<file path="src/rtl/fp_mul_round_pack_pkg.sv">
// fp_mul_round_pack_pkg: shared FP32 constants, stage-1 record and operand classifier.
package fp_mul_round_pack_pkg;

    localparam int BIAS = 127;
    localparam int EXP_MAX = 255;
    localparam logic [31:0] CANON_NAN = 32'h7FC0_0000;
    localparam int FLAG_INV = 2;
    localparam int FLAG_OVF = 1;
    localparam int FLAG_UNF = 0;

    typedef struct packed {
        logic nan;
        logic inf;
        logic zd;
    } fp_class_t;

    typedef struct packed {
        logic              special;
        logic [31:0]       spec_res;
        logic [2:0]        spec_flags;
        logic              sign;
        logic signed [9:0] exp;
        logic [22:0]       mant;
        logic              guard;
        logic              sticky;
    } s1_t;

    // zd covers zero and denormal operands alike, since denormals are flushed
    function automatic fp_class_t classify(input logic [31:0] x);
        return '{nan: (&x[30:23]) && (|x[22:0]),
                 inf: (&x[30:23]) && !(|x[22:0]),
                 zd:  !(|x[30:23])};
    endfunction

endpackage

</file>
<file path="src/rtl/fp_mul_round_pack_round.sv">
// fp_round_rne: round-to-nearest-even increment of a 23-bit mantissa.
module fp_round_rne (
    input  logic [22:0] mant,
    input  logic        guard,
    input  logic        sticky,
    output logic [22:0] rounded,
    output logic        carry
);

    assign {carry, rounded} = {1'b0, mant} + 24'(guard && (sticky || mant[0]));

endmodule

</file>
<file path="src/rtl/fp_mul_round_pack.sv">
// fp_mul_round_pack: two-stage FP32 multiply back end (decode/normalise, then round/pack).
module fp_mul_round_pack
    import fp_mul_round_pack_pkg::*;
#(
    parameter int TAG_W = 4
) (
    input  logic             clk,
    input  logic             rst_n,
    input  logic             in_valid,
    output logic             in_ready,
    input  logic [31:0]      in_a,
    input  logic [31:0]      in_b,
    input  logic [63:0]      in_prod,
    input  logic [TAG_W-1:0] in_tag,
    output logic             out_valid,
    input  logic             out_ready,
    output logic [31:0]      out_result,
    output logic [TAG_W-1:0] out_tag,
    output logic [2:0]       out_flags
);

    logic              s1_valid;
    logic              s2_adv;
    s1_t               s1;
    s1_t               s1_n;
    logic [TAG_W-1:0]  s1_tag;
    fp_class_t         ca;
    fp_class_t         cb;
    logic [47:0]       prod;
    logic              nan_in;
    logic              inv;
    logic [22:0]       r_mant;
    logic              r_carry;
    logic signed [9:0] e_fin;
    logic              ovf;
    logic              unf;
    logic [31:0]       res;
    logic [2:0]        flags;
    logic              unused_prod;

    assign prod = in_prod[47:0];
    assign unused_prod = ^in_prod[63:48];
    assign ca = classify(in_a);
    assign cb = classify(in_b);
    assign s2_adv = !out_valid || out_ready;
    assign in_ready = !s1_valid || s2_adv;
    assign nan_in = ca.nan || cb.nan;
    assign inv = !nan_in && ((ca.inf && cb.zd) || (cb.inf && ca.zd));

    always_comb begin
        s1_n = '0;
        s1_n.sign = in_a[31] ^ in_b[31];
        s1_n.special = nan_in || ca.inf || cb.inf || ca.zd || cb.zd;
        s1_n.spec_res = (nan_in || inv) ? CANON_NAN :
                        (ca.inf || cb.inf) ? {s1_n.sign, 8'(EXP_MAX), 23'd0} : {s1_n.sign, 31'd0};
        s1_n.spec_flags = inv ? 3'(1 << FLAG_INV) : 3'd0;
        s1_n.exp = {2'b0, in_a[30:23]} + {2'b0, in_b[30:23]} - 10'(BIAS) + {9'd0, prod[47]};
        s1_n.mant = prod[47] ? prod[46:24] : prod[45:23];
        s1_n.guard = prod[47] ? prod[23] : prod[22];
        s1_n.sticky = prod[47] ? |prod[22:0] : |prod[21:0];
    end

    fp_round_rne u_round (
        .mant   (s1.mant),
        .guard  (s1.guard),
        .sticky (s1.sticky),
        .rounded(r_mant),
        .carry  (r_carry)
    );

    // overflow/underflow are judged on the exponent after any rounding carry
    assign e_fin = s1.exp + {9'd0, r_carry};
    assign ovf = e_fin >= $signed(10'(EXP_MAX));
    assign unf = e_fin <= 10'sd0;
    assign res = s1.special ? s1.spec_res :
                 ovf ? {s1.sign, 8'(EXP_MAX), 23'd0} :
                 unf ? {s1.sign, 31'd0} : {s1.sign, e_fin[7:0], r_mant};
    assign flags = s1.special ? s1.spec_flags :
                   ovf ? 3'(1 << FLAG_OVF) :
                   unf ? 3'(1 << FLAG_UNF) : 3'd0;

    always_ff @(posedge clk or negedge rst_n) begin
        if (!rst_n) begin
            s1_valid   <= 1'b0;
            s1         <= '0;
            s1_tag     <= '0;
            out_valid  <= 1'b0;
            out_result <= '0;
            out_tag    <= '0;
            out_flags  <= '0;
        end else begin
            if (in_ready) begin
                s1_valid <= in_valid;
                if (in_valid) begin
                    s1     <= s1_n;
                    s1_tag <= in_tag;
                end
            end
            if (s2_adv) begin
                out_valid <= s1_valid;
                if (s1_valid) begin
                    out_result <= res;
                    out_tag    <= s1_tag;
                    out_flags  <= flags;
                end
            end
        end
    end

endmodule

</file>
<file path="config.mk">
export PLATFORM = sky130hd
export DESIGN_NAME = fp_mul_round_pack
export DESIGN_NICKNAME = d
export VERILOG_FILES = /design/src/rtl/fp_mul_round_pack_pkg.sv /design/src/rtl/fp_mul_round_pack_round.sv /design/src/rtl/fp_mul_round_pack.sv
export SDC_FILE = /design/constraint.sdc
export NUM_CORES = 1
export LEC_CHECK = 0
export ABC_AREA = 1
export BUFFER_PORTS_ARGS = -buffer_cell sky130_fd_sc_hd__buf_2
export CAP_MARGIN = 20
export CORE_MARGIN = 4
export CORE_UTILIZATION = 50
export DETAILED_ROUTE_END_ITERATION = 6
export HOLD_SLACK_MARGIN = 0.02
export PLACE_DENSITY = 0.79
export REMOVE_ABC_BUFFERS = 1
export SETUP_SLACK_MARGIN = 0.5
export SYNTH_ARGS = -nofsm -noshare
export SYNTH_HDL_FRONTEND = slang
export SYNTH_SLANG_ARGS = --single-unit
</file>
<file path="constraint.sdc">
create_clock -name clk -period 5.09 [get_ports clk]
set_clock_uncertainty 0.05 [all_clocks]
set_input_delay 0.509 -clock clk [delete_from_list [all_inputs] [get_ports clk]]
set_output_delay 0.509 -clock clk [all_outputs]
set_load 0.02 [all_outputs]
</file>
==> out/summary.txt, run 1 <==
outcome - complete, no violations
Top cell by count, worst path - ha_1
multi-input logic area - 2766 um2
vias in the first global route - 5033
cts hold-fix bufs - 0
Core Util, Final - 61.83%
fraction of layout cells with a size suffix above 1 - 26.03%
PwrDens - 350.3 nW/um2
worst-path cell chain - o21a_1 -> ha_1 -> nand3_2 -> nor3_4 -> nand2_1 -> nor3_4 -> nand3_2 -> nor3_1 -> nand3b_1 -> nor2_1 -> ha_1 -> ha_1 -> inv_1 -> nor2_4 -> nand4_1 -> nand2_1 -> nor2_2 -> a21oi_2 -> nand4_2 -> o21ai_0
core footprint - 10280 um2
asr flop ratio synth - 100.0%
row count - 37
static leakage - 3.309 nW
post-CTS setup buffer count - 0
Worst Slack Setup Final - 1.141 ns
CTS H-tree lvls - 3
Clock Latency Late Sink - 0.36 ns
cell count after synthesis - 696
total CTS buffers - 9
area leader, netlist - dfrtp_1
Worst-Margin Slew - 0.7597 ns
Peak Freq - 0.2532 GHz
CTS Root Cell - clkbuf_8
Final setup viols - 0
Post-Syn Area - 5251 um2
post-route ant nets - 0
DR vias - 5155
antenna violations before repair - 0
worst min path class - primary input to async pin
max_cap viols - 0
peak supply drop - 0.1537 mV
WL/cell - 13.21 um
drt drc - 0
critical path class - flip-flop to flip-flop
crit-path max FO - 14
largest net degree at the start of global routing - 87
GR Overflow Total - 0
Register Area - 2152 um2
clock slew at reported path FFs - 0.09 ns
Reg2Reg Launch Point - s1[0]
RSZ-0062 raised after global routing - false
Yosys reg bits - 86
Most used DFF post-synth - dfrtp_1
Vias/cell - 5.212
fin crit share - 77.59%
Nets - 1006
cell family with most CP delay - simple AND/OR/NAND/NOR gates
Area contributors post-synth - dfrtp_1, nand2_1, nor2_1
Fin. Hold Viols - 0
I/O pins - 177
Post-synth EDFFs - 0
CP Data Required Time - 5.29 ns
Slew Limit Fails - 0
first-pass GRT wire length - 22490 um
Tmin final - 3.949 ns
Yosys cell types - 45
Die W - 110.5 um
Worst R2R End - out_result[4]
Setup WS pre-CTS - 1.182 ns
Die ar. - 12210 um2
average cell area after synthesis - 7.545 um2
Worst Reg-to-Reg Cells - 20
filler cell count - 983
synthesis-to-finish area growth - 21.01%
Max Root-Sink Buffers - 2
aggregate global-route resource usage - 21.73%
routability cong. - 0.8879
setup_tns - 0 ns
initial cell density of the core - 51.10%
drt pass-1 iters - 5
Ys Warns - 0
diode count - 0
1st-iter DRT viols - 284
Die H - 110.5 um
clock sink total - 86
IO buf count - 160
HPWL Detailed - 10080 um
Slew HR - 49.16%
CP max-delay cell - nand4_2
sequential area share after synthesis - 40.98%
PostCTS Resize Cnt - 0
internal reg-to-reg setup slack - 1.14 ns
final WL - 13060 um
Crit path arrival time - 4.15 ns
Critical Path End Type - flip-flop
post-synth top area share - 40.98%
CP startpoint kind - flip-flop
max incr delay on CP - 0.44 ns
CTS tree - built
Pwr Total - 2.226 mW
CP Buf/Inv Count - 1
-- flip-flops by register name, indices dropped and copies added, names as in the netlist --
| signal | count |
|---|---|
| s1_tag | 4 |
| out_valid | 1 |
| s1 | 41 |
| out_flags | 3 |
| out_tag | 4 |
| out_result | 32 |
| s1_valid | 1 |
-- power breakdown --
group / internal (mW) / switching, mW
clock: 0.228 / 0.244
sequential: 0.843 / 0.118
combinational: 0.285 / 0.508
total: 1.36 / 0.870
-- per-layer routing --
| layer | global-route usage, % | vias up | wire length (um) |
|---|---|---|---|
| met1 | 27.05 | 2339 | 5420 |
| li1 | - | 2593 | - |
| met3 | 3.452 | 35 | 754 |
| met4 | 9.606 | 0 | 471 |
| met2 | 37.18 | 188 | 6418 |
| met5 | 0 | - | 0 |
-- cell type report --
cell class | count | area share (%)
sequential | 86 | 33.86
timing repair buffer | 163 | 13.39
multi-input combinational | 528 | 43.53
inverter | 60 | 3.544
clock inverter | 5 | 0.9254
clock buffer | 11 | 2.067
tap | 136 | 2.678
-- cell usage after synthesis (all sizes together), types with 3 or more instances --
cell,instances
nand2,214
nor2,98
dfrtp,86
inv,60
o21ai,49
nand3,35
a31oi,22
ha,21
a21oi,17
clkbuf,17
nand4,11
nor4,11
nor3,10
xor2,8
buf,5
xnor2,5
and2,4
o211ai,3
o22ai,3
-- layout by cell type, fill, tap and decap left out, types with 4 or more instances in the layout --
| cell type | n |
|---|---|
| nor2_2 | 6 |
| o21ai_2 | 16 |
| o21ai_0 | 31 |
| nor3_1 | 8 |
| ha_1 | 21 |
| xor2_1 | 8 |
| xnor2_1 | 5 |
| a21oi_1 | 16 |
| nand3_1 | 32 |
| a31oi_1 | 22 |
| nand2_2 | 7 |
| buf_2 | 159 |
| dfrtp_1 | 86 |
| and2_1 | 4 |
| clkbuf_8 | 9 |
| inv_1 | 57 |
| nand2_1 | 205 |
| nand4_1 | 10 |
| nor2_1 | 90 |
| nor4_1 | 11 |
-- metrics by stage --
step	hold WS, ns	cells	cell area (um2)
3_3_place_gp	0.4056	971	6125
4_1_cts	0.3011	987	6315
3_5_place_dp	0.4053	971	6125
2_1_floorplan	0.1634	674	5144
6_report	0.08897	989	6355
5_1_grt	0.1401	989	6355
-- cell families after synthesis --
family / count (synthesis) / synth area share (%)
AND/OR/NAND/NOR: 388 / 32.52
AO/OA/AOI/OAI: 105 / 12.60
flip-flops: 86 / 40.98
buffers and inverters: 82 / 6.338
adder cells (fa/ha/maj): 22 / 5.385
XOR/XNOR: 13 / 2.168
-- how the worst max path moves through the flow --
| stage | slack [ns] | startpoint | to | depth (start not counted) |
|---|---|---|---|---|
| finish | 1.14 | s1[0] | out_result[4] | 20 |
| global route | 0.79 | s1[0] | out_result[4] | 20 |
| CTS | 1.14 | s1[2] | out_result[4] | 20 |
| detailed placement | 1.18 | s1[2] | out_result[4] | 20 |
| global placement | 1.27 | s1[2] | out_result[2] | 20 |
| floorplan | 1.84 | s1[2] | out_result[2] | 20 |
Power figures use the tool's default switching activity.
==> inputs of run 2 (changes only) <==
--- a/config.mk
+++ b/config.mk
@@ -5,14 +5,14 @@
 export SDC_FILE = /design/constraint.sdc
 export NUM_CORES = 1
 export LEC_CHECK = 0
-export ABC_AREA = 1
+export ABC_AREA = 0
 export BUFFER_PORTS_ARGS = -buffer_cell sky130_fd_sc_hd__buf_2
 export CAP_MARGIN = 20
 export CORE_MARGIN = 4
-export CORE_UTILIZATION = 50
+export CORE_UTILIZATION = 46
 export DETAILED_ROUTE_END_ITERATION = 6
 export HOLD_SLACK_MARGIN = 0.02
-export PLACE_DENSITY = 0.79
+export PLACE_DENSITY = 0.78
 export REMOVE_ABC_BUFFERS = 1
 export SETUP_SLACK_MARGIN = 0.5
 export SYNTH_ARGS = -nofsm -noshare
==> constraint.sdc (replaced) <==
create_clock -name clk -period 3.6 [get_ports clk]
set_clock_uncertainty 0.05 [all_clocks]
set_input_delay 0.36 -clock clk [delete_from_list [all_inputs] [get_ports clk]]
set_output_delay 0.36 -clock clk [all_outputs]
set_load 0.02 [all_outputs]
==> run 2 against run 1 <==
Against the previous run:
- combinational power increased by 12%
- power up 27%
- flip-flop and latch count did not move
- maximum frequency rose by 26%
- synthesized area decreased by 5.2%
- critical path depth is 4 lower
- largest power group unchanged
==> out/summary.txt, run 2 <==
critical path class - flip-flop to flip-flop
Ys Warns - 0
Slew HR - 43.19%
largest family of logic cells by synthesized area - simple AND/OR/NAND/NOR gates
max_cap viols - 0
average cell area after synthesis - 8.987 um2
aggregate global-route resource usage - 20.37%
CP Data Required Time - 3.78 ns
most frequent cells in the layout - buf_2, nand2_1, dfrtp_1
Post-Syn Area - 4979 um2
final WL - 13650 um
Synth Area in Adders - 5.680%
CTS Root Cell - clkbuf_8
RSZ-0062 raised after global routing - true
Die ar. - 12550 um2
area leader, netlist - dfrtp_1
clock slew at reported path FFs - 0.08 ns
Clock Latency Late Sink - 0.36 ns
biggest regs - s1 (41), out_result (32)
most used standard cell by instance count after synthesis - nand2_1
most instantiated cells after synthesis - nand2_1, dfrtp_1, o21ai_0, mux2i_1, ha_1
cell count after synthesis - 554
outcome - complete, no violations
static leakage - 3.091 nW
Synth Area in XOR/XNOR - 6.157%
CTS tree - built
setup_tns - 0 ns
Nets - 879
Peak Freq - 0.3190 GHz
hold path cells - 3
vias in the first global route - 4481
CP startpoint kind - flip-flop
Area contributors post-synth - dfrtp_1, nand2_1, o21ai_0
routability cong. - 0.8876
worst-path cell chain - o21a_1 -> ha_2 -> nand3_2 -> nor2_4 -> nand3_4 -> nor2_4 -> and3_4 -> ha_4 -> nand2_4 -> or3_1 -> a21oi_1 -> a31oi_2 -> o211ai_2 -> buf_6 -> clkbuf_16 -> o22ai_2
Die H - 112.0 um
total CTS buffers - 9
post-synthesis mux area share - 5.227%
Yosys reg bits - 86
Final setup viols - 0
row count - 37
synthesis-to-finish area growth - 29.43%
max reg flops - 41
fin crit share - 87.07%
I/O pins - 177
worst min path class - primary input to flip-flop
CTS H-tree lvls - 3
fraction of layout cells with a size suffix above 1 - 33.20%
Vias/cell - 5.432
core footprint - 10420 um2
Pwr Total - 2.821 mW
Post-synth EDFFs - 0
Critical Path End Type - flip-flop
HPWL Detailed - 9579 um
initial cell density of the core - 47.80%
DR vias - 4682
crit-path max FO - 8
Fin. Hold Viols - 0
post-synthesis compound-gate area fraction - 13.37%
simple-gate area share of the yosys netlist - 22.32%
sequential area share after synthesis - 43.23%
Worst Reg-to-Reg Cells - 16
drt pass-1 iters - 5
Slew Limit Fails - 0
IO buf count - 160
Tmin final - 3.135 ns
Crit path arrival time - 3.32 ns
Top cell by count, worst path - nor2_4
max incr delay on CP - 0.38 ns
drt drc - 0
GR Overflow Total - 0
asr flop ratio synth - 100.0%
largest net degree at the start of global routing - 87
most common cell after layout, fill and taps aside - buf_2
clock sink total - 86
Yosys cell types - 56
first-pass GRT wire length - 20820 um
CP max-delay cell - dfrtp_1
Most used DFF post-synth - dfrtp_1
Biggest register - s1
Max Root-Sink Buffers - 2
PwrDens - 437.7 nW/um2
1st-iter DRT viols - 256
peak supply drop - 0.2012 mV
filler cell count - 920
WL/cell - 15.83 um
antenna violations before repair - 0
Worst-Margin Slew - 0.8491 ns
diode count - 0
post-route ant nets - 0
post-synth top area share - 43.23%
Die W - 112.0 um
[run 2: cell types whose count changed in the layout (fill, tap and decap cells not counted), moves of 12 or more]
cell and change:
nand2_1 -83, nor2_1 -74, inv_1 -40, mux2i_1 +26, a31oi_1 -19, nand3_1 -18
buf_4 +15, o21ai_0 +12
[run 2: cell type report]
type | count | area, um2 | share of cell area (%)
sequential | 86 | 2152 | 33.40
clock inverter | 5 | 33.78 | 0.5243
timing repair buffer | 183 | 1070 | 16.60
inverter | 17 | 63.81 | 0.9903
tap | 136 | 170.2 | 2.641
clock buffer | 11 | 141.4 | 2.194
multi-input combinational | 424 | 2813 | 43.65
[run 2: repair_timing]
action,in CTS,in global routing
pin swaps,4,24
setup endpoints to repair,32,30
setup buffers,10,4
resized for setup,13,47
hold buffers,0,1
hold endpoints to repair,0,23
cloned,1,2
[run 2: worst max-delay path: cells and delay by family, from the launching register on]
family                     cells  cell delay (ns)
and+or+nand+nor                7             1.10
AOI/OAI and AO/OA              5             0.78
DFF                            1             0.38
adders and majority gates      2             0.37
buffers and inverters          2             0.33
[run 2: per-stage QoR]
| stage | cell area, um2 | setup slack, ns | util, % | std cells | hold WS [ns] |
|---|---|---|---|---|---|
| global route | 6444 | 0.1786 | 61.86 | 862 | 0.1453 |
| global placement | 5861 | 0.2334 | 56.26 | 827 | 0.3990 |
| finish | 6444 | 0.4655 | 61.86 | 862 | 0.1450 |
| detailed placement | 5861 | 0.1392 | 56.26 | 827 | 0.4093 |
| floorplan | 4842 | 0.3509 | - | 527 | 0.01441 |
| CTS | 6187 | 0.5111 | 59.40 | 854 | 0.1372 |
[run 2: path summary, 6_finish.rpt]
kind                                  end       start  slack, ns
min reg2reg                    out_tag[1]  out_tag[1]       0.42
max                        out_result[22]       s1[2]       0.47
min in group asynchronous          s1[33]       rst_n       0.39
min                             s1_tag[2]   in_tag[2]       0.15
max in group asynchronous   out_result[4]       rst_n       2.51
max reg2reg                out_result[22]       s1[2]       0.47
[run 2: power breakdown]
| group | switching [mW] | total [mW] | internal (mW) |
|---|---|---|---|
| sequential | 0.181 | 1.32 | 1.14 |
| combinational | 0.516 | 0.887 | 0.371 |
| clock | 0.345 | 0.615 | 0.270 |
[run 2: routing by layer]
layer / GRT usage (%) / wire [um] / vias to the layer above
met5: 0 / 0 / -
met4: 8.654 / 337 / 0
met3: 3.342 / 921 / 25
met2: 35.73 / 6866 / 184
met1: 24.86 / 5521 / 2191
li1: - / - / 2282
[run 2: cells by family after synthesis]
| family | after synthesis |
|---|---|
| AOI/OAI and AO/OA | 107 |
| xor gates and xnor gates | 35 |
| adders and majority gates | 22 |
| buffers and inverters | 44 |
| DFF | 86 |
| muxes | 26 |
| and+or+nand+nor | 234 |
